## config.mk

```make
export PLATFORM = sky130hd
export DESIGN_NAME = pipeline_stage_reg
export DESIGN_NICKNAME = d
export VERILOG_FILES = /design/src/rtl/pipeline_stage_reg_pkg.sv /design/src/rtl/pipeline_stage_reg_pipe_data_reg.sv /design/src/rtl/pipeline_stage_reg.sv
export SDC_FILE = /design/constraint.sdc
export NUM_CORES = 1
export LEC_CHECK = 0
export CAP_MARGIN = 0
export CORE_MARGIN = 5
export CORE_UTILIZATION = 30
export DETAILED_ROUTE_END_ITERATION = 8
export PLACE_DENSITY = 0.64
export SYNTH_ARGS = -nofsm -noshare
export SYNTH_HDL_FRONTEND = slang
export SYNTH_SLANG_ARGS = --single-unit
```

## constraint.sdc

```tcl
create_clock -name clk -period 2.7 [get_ports clk]
set_input_delay 0.81 -clock clk [delete_from_list [all_inputs] [get_ports clk]]
set_output_delay 0.81 -clock clk [all_outputs]
set_load 0.005 [all_outputs]
```

## src/rtl/pipeline_stage_reg_pkg.sv

```systemverilog
`default_nettype none
// ============================================================================
// Module   : pipeline_stage_reg_pkg
// Brief    : Shared state encoding, NOP encoding and per-stage payload layout
//            for the inter-stage pipeline registers.
// Revision : 1.0 - initial release
// ============================================================================
package pipeline_stage_reg_pkg;

    typedef logic [1:0] state_t;

    // Encoding equals the number of entries held, so occupancy is the state.
    localparam state_t c_st_empty = 2'd0;
    localparam state_t c_st_full  = 2'd1;
    localparam state_t c_st_skid  = 2'd2;

    localparam logic [15:0] c_nop_ir = 16'hF000;

    localparam int c_w_ir    = 16;
    localparam int c_w_pc    = 16;
    localparam int c_w_pcinc = 16;
    localparam int c_w_alu   = 16;
    localparam int c_w_ccr   = 2;

    localparam int c_off_ir    = 0;
    localparam int c_off_pc    = c_off_ir + c_w_ir;
    localparam int c_off_pcinc = c_off_pc + c_w_pc;
    localparam int c_off_alu   = c_off_pcinc + c_w_pcinc;
    localparam int c_off_ccr   = c_off_alu + c_w_alu;

    localparam int c_w_if_id  = c_w_pcinc + c_w_pc + c_w_ir;
    localparam int c_w_id_rr  = c_w_if_id;
    localparam int c_w_rr_ex  = c_w_if_id;
    localparam int c_w_ex_mem = c_w_if_id + c_w_alu + c_w_ccr;
    localparam int c_w_mem_wb = c_w_ex_mem;

endpackage : pipeline_stage_reg_pkg
`default_nettype wire

```

## src/rtl/pipeline_stage_reg_pipe_data_reg.sv

```systemverilog
`default_nettype none
// ============================================================================
// Module   : pipe_data_reg
// Brief    : Load-enabled payload register with synchronous active-low clear.
// Revision : 1.0 - initial release
// ============================================================================
module pipe_data_reg #(
    parameter int               WIDTH       = 48,
    parameter logic [WIDTH-1:0] CLEAR_VALUE = {WIDTH{1'b0}}
) (
    input  logic             clk,
    input  logic             i_clr_n,
    input  logic             i_load,
    input  logic [WIDTH-1:0] i_d,
    output logic [WIDTH-1:0] o_q
);

    logic [WIDTH-1:0] r_q;

    always_ff @(posedge clk) begin
        if (!i_clr_n) begin
            r_q <= CLEAR_VALUE;
        end else if (i_load) begin
            r_q <= i_d;
        end
    end

    assign o_q = r_q;

endmodule : pipe_data_reg
`default_nettype wire

```

## src/rtl/pipeline_stage_reg.sv

```systemverilog
`default_nettype none
// ============================================================================
// Module   : pipeline_stage_reg
// Brief    : Valid/ready inter-stage register with flush, optional skid entry
//            and saturating stall counter.
// Revision : 1.0 - initial release
// ============================================================================
module pipeline_stage_reg
    import pipeline_stage_reg_pkg::*;
#(
    parameter int               WIDTH        = 48,
    parameter logic [WIDTH-1:0] BUBBLE_VALUE = {WIDTH{1'b0}},
    parameter int               SKID         = 1,
    parameter int               CNT_WIDTH    = 16
) (
    input  logic                 clk,
    input  logic                 reset,
    input  logic                 in_valid,
    output logic                 in_ready,
    input  logic [WIDTH-1:0]     in_data,
    output logic                 out_valid,
    input  logic                 out_ready,
    output logic [WIDTH-1:0]     out_data,
    input  logic                 flush,
    output logic [1:0]           occupancy,
    output logic [CNT_WIDTH-1:0] stall_count
);

    localparam logic [CNT_WIDTH-1:0] c_cnt_max = {CNT_WIDTH{1'b1}};
    localparam logic [CNT_WIDTH-1:0] c_cnt_one = {{(CNT_WIDTH-1){1'b0}}, 1'b1};

    state_t               r_state;
    state_t               w_state_nxt;
    logic                 w_in_xfer;
    logic                 w_out_xfer;
    logic                 w_main_load;
    logic                 w_skid_load;
    logic                 w_clr_n;
    logic [WIDTH-1:0]     w_main_d;
    logic [WIDTH-1:0]     w_skid_q;
    logic [CNT_WIDTH-1:0] r_stall;

    assign w_in_xfer  = in_valid & in_ready;
    assign w_out_xfer = out_valid & out_ready;
    assign w_clr_n    = reset & ~flush;
    assign out_valid  = (r_state != c_st_empty);
    assign occupancy  = r_state;

    always_ff @(posedge clk) begin
        if (!reset) begin
            r_state <= c_st_empty;
        end else if (flush) begin
            r_state <= c_st_empty;
        end else begin
            r_state <= w_state_nxt;
        end
    end

    always_comb begin
        w_state_nxt = r_state;
        w_main_load = 1'b0;
        w_main_d    = in_data;
        w_skid_load = 1'b0;
        case (r_state)
            c_st_empty: begin
                if (w_in_xfer) begin
                    w_main_load = 1'b1;
                    w_state_nxt = c_st_full;
                end
            end
            c_st_full: begin
                if (w_out_xfer && w_in_xfer) begin
                    w_main_load = 1'b1;
                end else if (w_out_xfer) begin
                    w_main_load = 1'b1;
                    w_main_d    = BUBBLE_VALUE;
                    w_state_nxt = c_st_empty;
                end else if (w_in_xfer) begin
                    // Only reachable with a skid entry: without one, in_ready
                    // is low whenever FULL and not draining.
                    w_skid_load = 1'b1;
                    w_state_nxt = c_st_skid;
                end
            end
            c_st_skid: begin
                if (out_ready) begin
                    w_main_load = 1'b1;
                    w_main_d    = w_skid_q;
                    w_state_nxt = c_st_full;
                end
            end
            default: begin
                w_state_nxt = c_st_empty;
            end
        endcase
    end

    pipe_data_reg #(
        .WIDTH       (WIDTH),
        .CLEAR_VALUE (BUBBLE_VALUE)
    ) u_main (
        .clk     (clk),
        .i_clr_n (w_clr_n),
        .i_load  (w_main_load),
        .i_d     (w_main_d),
        .o_q     (out_data)
    );

    generate
        if (SKID != 0) begin : g_skid
            logic r_in_ready;

            pipe_data_reg #(
                .WIDTH       (WIDTH),
                .CLEAR_VALUE (BUBBLE_VALUE)
            ) u_skid (
                .clk     (clk),
                .i_clr_n (w_clr_n),
                .i_load  (w_skid_load),
                .i_d     (in_data),
                .o_q     (w_skid_q)
            );

            always_ff @(posedge clk) begin
                if (!reset) begin
                    r_in_ready <= 1'b1;
                end else if (flush) begin
                    r_in_ready <= 1'b1;
                end else begin
                    r_in_ready <= (w_state_nxt != c_st_skid);
                end
            end

            assign in_ready = r_in_ready;
        end else begin : g_noskid
            logic w_skid_load_unused;

            assign w_skid_load_unused = w_skid_load;
            assign w_skid_q           = BUBBLE_VALUE;
            assign in_ready           = ~out_valid | out_ready;
        end
    endgenerate

    always_ff @(posedge clk) begin
        if (!reset) begin
            r_stall <= {CNT_WIDTH{1'b0}};
        end else if (out_valid && !out_ready && !flush && (r_stall != c_cnt_max)) begin
            r_stall <= r_stall + c_cnt_one;
        end
    end

    assign stall_count = r_stall;

endmodule : pipeline_stage_reg
`default_nettype wire

```

==> summary.md <==
| Metric | Value |
|---|---|
| CP max stage delay | `about 480 ps` |
| Die Height | `around 150 microns` |
| Final period util | `0.971` |
| Multi-input gate area | `around 0.0030 sq mm` |
| FMAX | `382 MHz` |
| # DRC | `0` |
| Vias in the first global route | `5454` |
| CTS tree | `yes` |
| Pwr Total | `approximately 5 mW` |
| Initial core utilization | `0.307` |
| GRT Util Overall | `0.158` |
| Async SR Flop Fraction | `0` |
| Row count | `50` |
| DP HPWL | `between 10 and 15 mm` |
| Tightest Pin Transition | `roughly 520 ps` |
| Wire per inst | `15.1 microns` |
| Register area | `0.00230 sq mm` |
| Synth Register Bits | `115` |
| Worst hold path class | `reg2reg` |
| Post-Syn Area per Cell | `approximately 7.4 sq um` |
| Clk buf depth | `2` |
| Drt pass-1 iters | `6` |
| Final count of hold timing violations | `0` |
| Worst EP arrival | `1810 ps` |
| CTS Buf Count | `17` |
| Pwr Density | `around 600 mW/mm^2` |
| Synth Instances | `~780` |
| Static leakage | `between 2 and 3 nW` |
| Syn_nets | `840` |
| IR drop worst, VDD | `0.434 mV` |
| Setup TNS Final | `0 ps` |
| Yosys top cell by area | `dfxtp_1` |
| Area Growth Syn to Fin | `38.9%` |
| Nets | `about 930` |
| Reg clk slew, reported paths | `roughly 50 ps` |
| Initial antenna violation count | `0` |
| Iter 0 DRT Violations | `around 430` |
| Post-CTS Setup Inserts | `0` |
| Share of the yosys chip area belonging to registers | `0.399` |
| Post-synth top flop | `dfxtp_1` |
| Max Cap Viol | `0` |
| Final wirelength | `between 15 and 20 mm` |
| CP max stage cell | `clkdlybuf4s50_1` |
| Clock skew | `about 7.3 ps` |
| # port buffers | `120` |
| I/O pin total | `approximately 120` |
| Clk Latency, worst-skew pair | `410 ps` |
| Filler instances | `between 1500 and 2000` |
| Gr ovfl total | `0` |
| Required time worst endpoint | `between 1500 and 2000 ps` |
| Largest net degree at the start of global routing | `just under 70` |
| Vias/cell | `a little over 5` |
| Die Footprint | `~0.022 sq mm` |
| # setup viols final | `0` |
| H-Tree Depth | `4` |
| Sinks on Clock Net | `about 120` |
| Min Tclk post-route | `2620 ps` |
| Clk root buf | `clkbuf_16` |
| Core Region | `about 0.019 sq mm` |
| Via count | `slightly below 6000` |
| Die width | `around 150 microns` |
| Crit end category | `primary output` |
| Warnings, synthesis | `0` |
| Max-slew violations | `0` |
| Status | `finished, final reports clean` |
| Antenna diode count | `0` |
| CP top delay family | `buffers and inverters` |
| First-pass GRT wire length | `between 20 and 30 mm` |
| DRT antenna net count | `0` |
| Placer congestion estimate | `around 0.80` |
| Relative slew margins | `0.652` |
| Kind of critical path | `reg2out` |
| Distinct cells, synth | `between 40 and 50` |
| CP startpoint kind | `flip-flop` |
| RSZ-0062 raised after global routing | `no` |
| Share of cells above drive strength 1 | `0.139` |
| Synth top area cells | `dfxtp_1 (40%), a21oi_1 (13%), nand2_1 (10%)` |
| Cts hold-fix bufs | `0` |
| CP Cell Sequence | `inv_1, ha_4, clkinvlp_4, clkdlybuf4s50_1` |
| Post-synth EDFFs | `0` |
| CP max FO | `8` |
| CP bufs+invs | `3` |
| Mapped cell area | `between 0.005 and 0.006 sq mm` |
| Area share of the largest cell type after synthesis | `0.399` |
[report_power, final]
part / internal (mW) / switching [mW] / leakage (nW)
clock: 1.66 / 0.781 / 0.304
combinational: 0.317 / 0.332 / 1.44
sequential: 1.75 / 0.0280 / 0.934
[cell type report]
type | count | area share
multi-input combinational | 534 | 0.377
sequential | 115 | 0.288
timing repair buffer | 148 | 0.188
clock buffer | 22 | 0.0567
tap | 260 | 0.0406
inverter | 58 | 0.0276
clock inverter | 10 | 0.0225
[synthesized netlist by cell type (all sizes together), types with 2 or more instances]
master and count:
clkbuf 66, or4 2, nor2 50, a211oi 5, o21bai 2, a31oi 2, nand4 9, o41ai 2
o31ai 2, ha 5, nand3 4, nor4 4, a221oi 47, or3 8, a311oi 2, mux2i 3
buf 9, a31o 49, nand2 156, nand2b 4, o21ai 9, dfxtp 115, a21oi 151, nor3 4
inv 58
[metal layers]
metal | global-route usage | routed length, microns | up-vias
met5 | 0 | 0 | -
met4 | 0.0448 | 208 | 0
met3 | 0.0405 | 1050 | 15
met2 | 0.258 | 8050 | 181
met1 | 0.206 | 7990 | 2732
li1 | - | - | 2935
[layout by cell type, fill, tap and decap left out, types with 5 or more instances in the layout]
cell             netlist  layout
nand2_1              156     156
clkbuf_16              0      17
bufinv_16              0       5
or3_1                  6       5
a211oi_1               5       5
clkdlybuf4s50_1        0     119
buf_4                  0      20
a31o_2                49      49
inv_1                 58      57
a221oi_1              47      47
buf_12                 0       8
nor2_1                50      50
a21oi_1              151     150
o21ai_0                8       7
dfxtp_1              115     113
nand4_1                8       8
[state kept, by name (all words and copies together), names as in the netlist]
signal and cells:
occupancy 2, g_skid.u_skid.o_q 48, in_ready 1, u_main.o_q 48
stall_count 16
[through the flow]
step | instances | area [sq um] | utilization | setup slack, ps | hold WS (ps)
after CTS | 1147 | 8020 | 0.426 | 35.0 | 454
after global routing | 1147 | 8020 | 0.426 | 3.36 | 470
after detailed placement | 1115 | 7370 | 0.392 | 26.8 | 447
final | 1147 | 8020 | 0.426 | 79.3 | 451
after floorplan | 782 | 5770 | - | 436 | 437
after global placement | 1115 | 7370 | 0.392 | 33.2 | 442
[tightest hold or removal path, stage by stage (launching register included)]
cell and delay, ps:
dfxtp_1 300, nand2_1 50, a21oi_1 50
[logic make-up after synthesis]
logic type / after synthesis / share of synthesized area
compound gates: 277 / 0.313
simple gates: 249 / 0.184
buf+inv: 133 / 0.0882
flops: 115 / 0.399
fa+ha+maj: 5 / 0.0108
mux: 3 / 0.00520
[worst paths after layout]
kind                            slack [ps]                    end  cells past startpoint                  start
worst max-delay path                    80              out_valid                      4           occupancy[0]
worst min-delay path                   450  g_skid.u_skid.o_q[14]                      2  g_skid.u_skid.o_q[14]
worst max register to register         510        stall_count[12]                      6           occupancy[0]
worst min register to register         450  g_skid.u_skid.o_q[14]                      2  g_skid.u_skid.o_q[14]
[what timing repair did]
item / 4_1_cts / 5_1_grt
gates resized for setup: 3 / 0
pin swaps: 0 / 1
endpoints found under the setup margin: 1 / 1
endpoints found under the hold margin: 0 / 0
(Power assumes the default switching activity.)
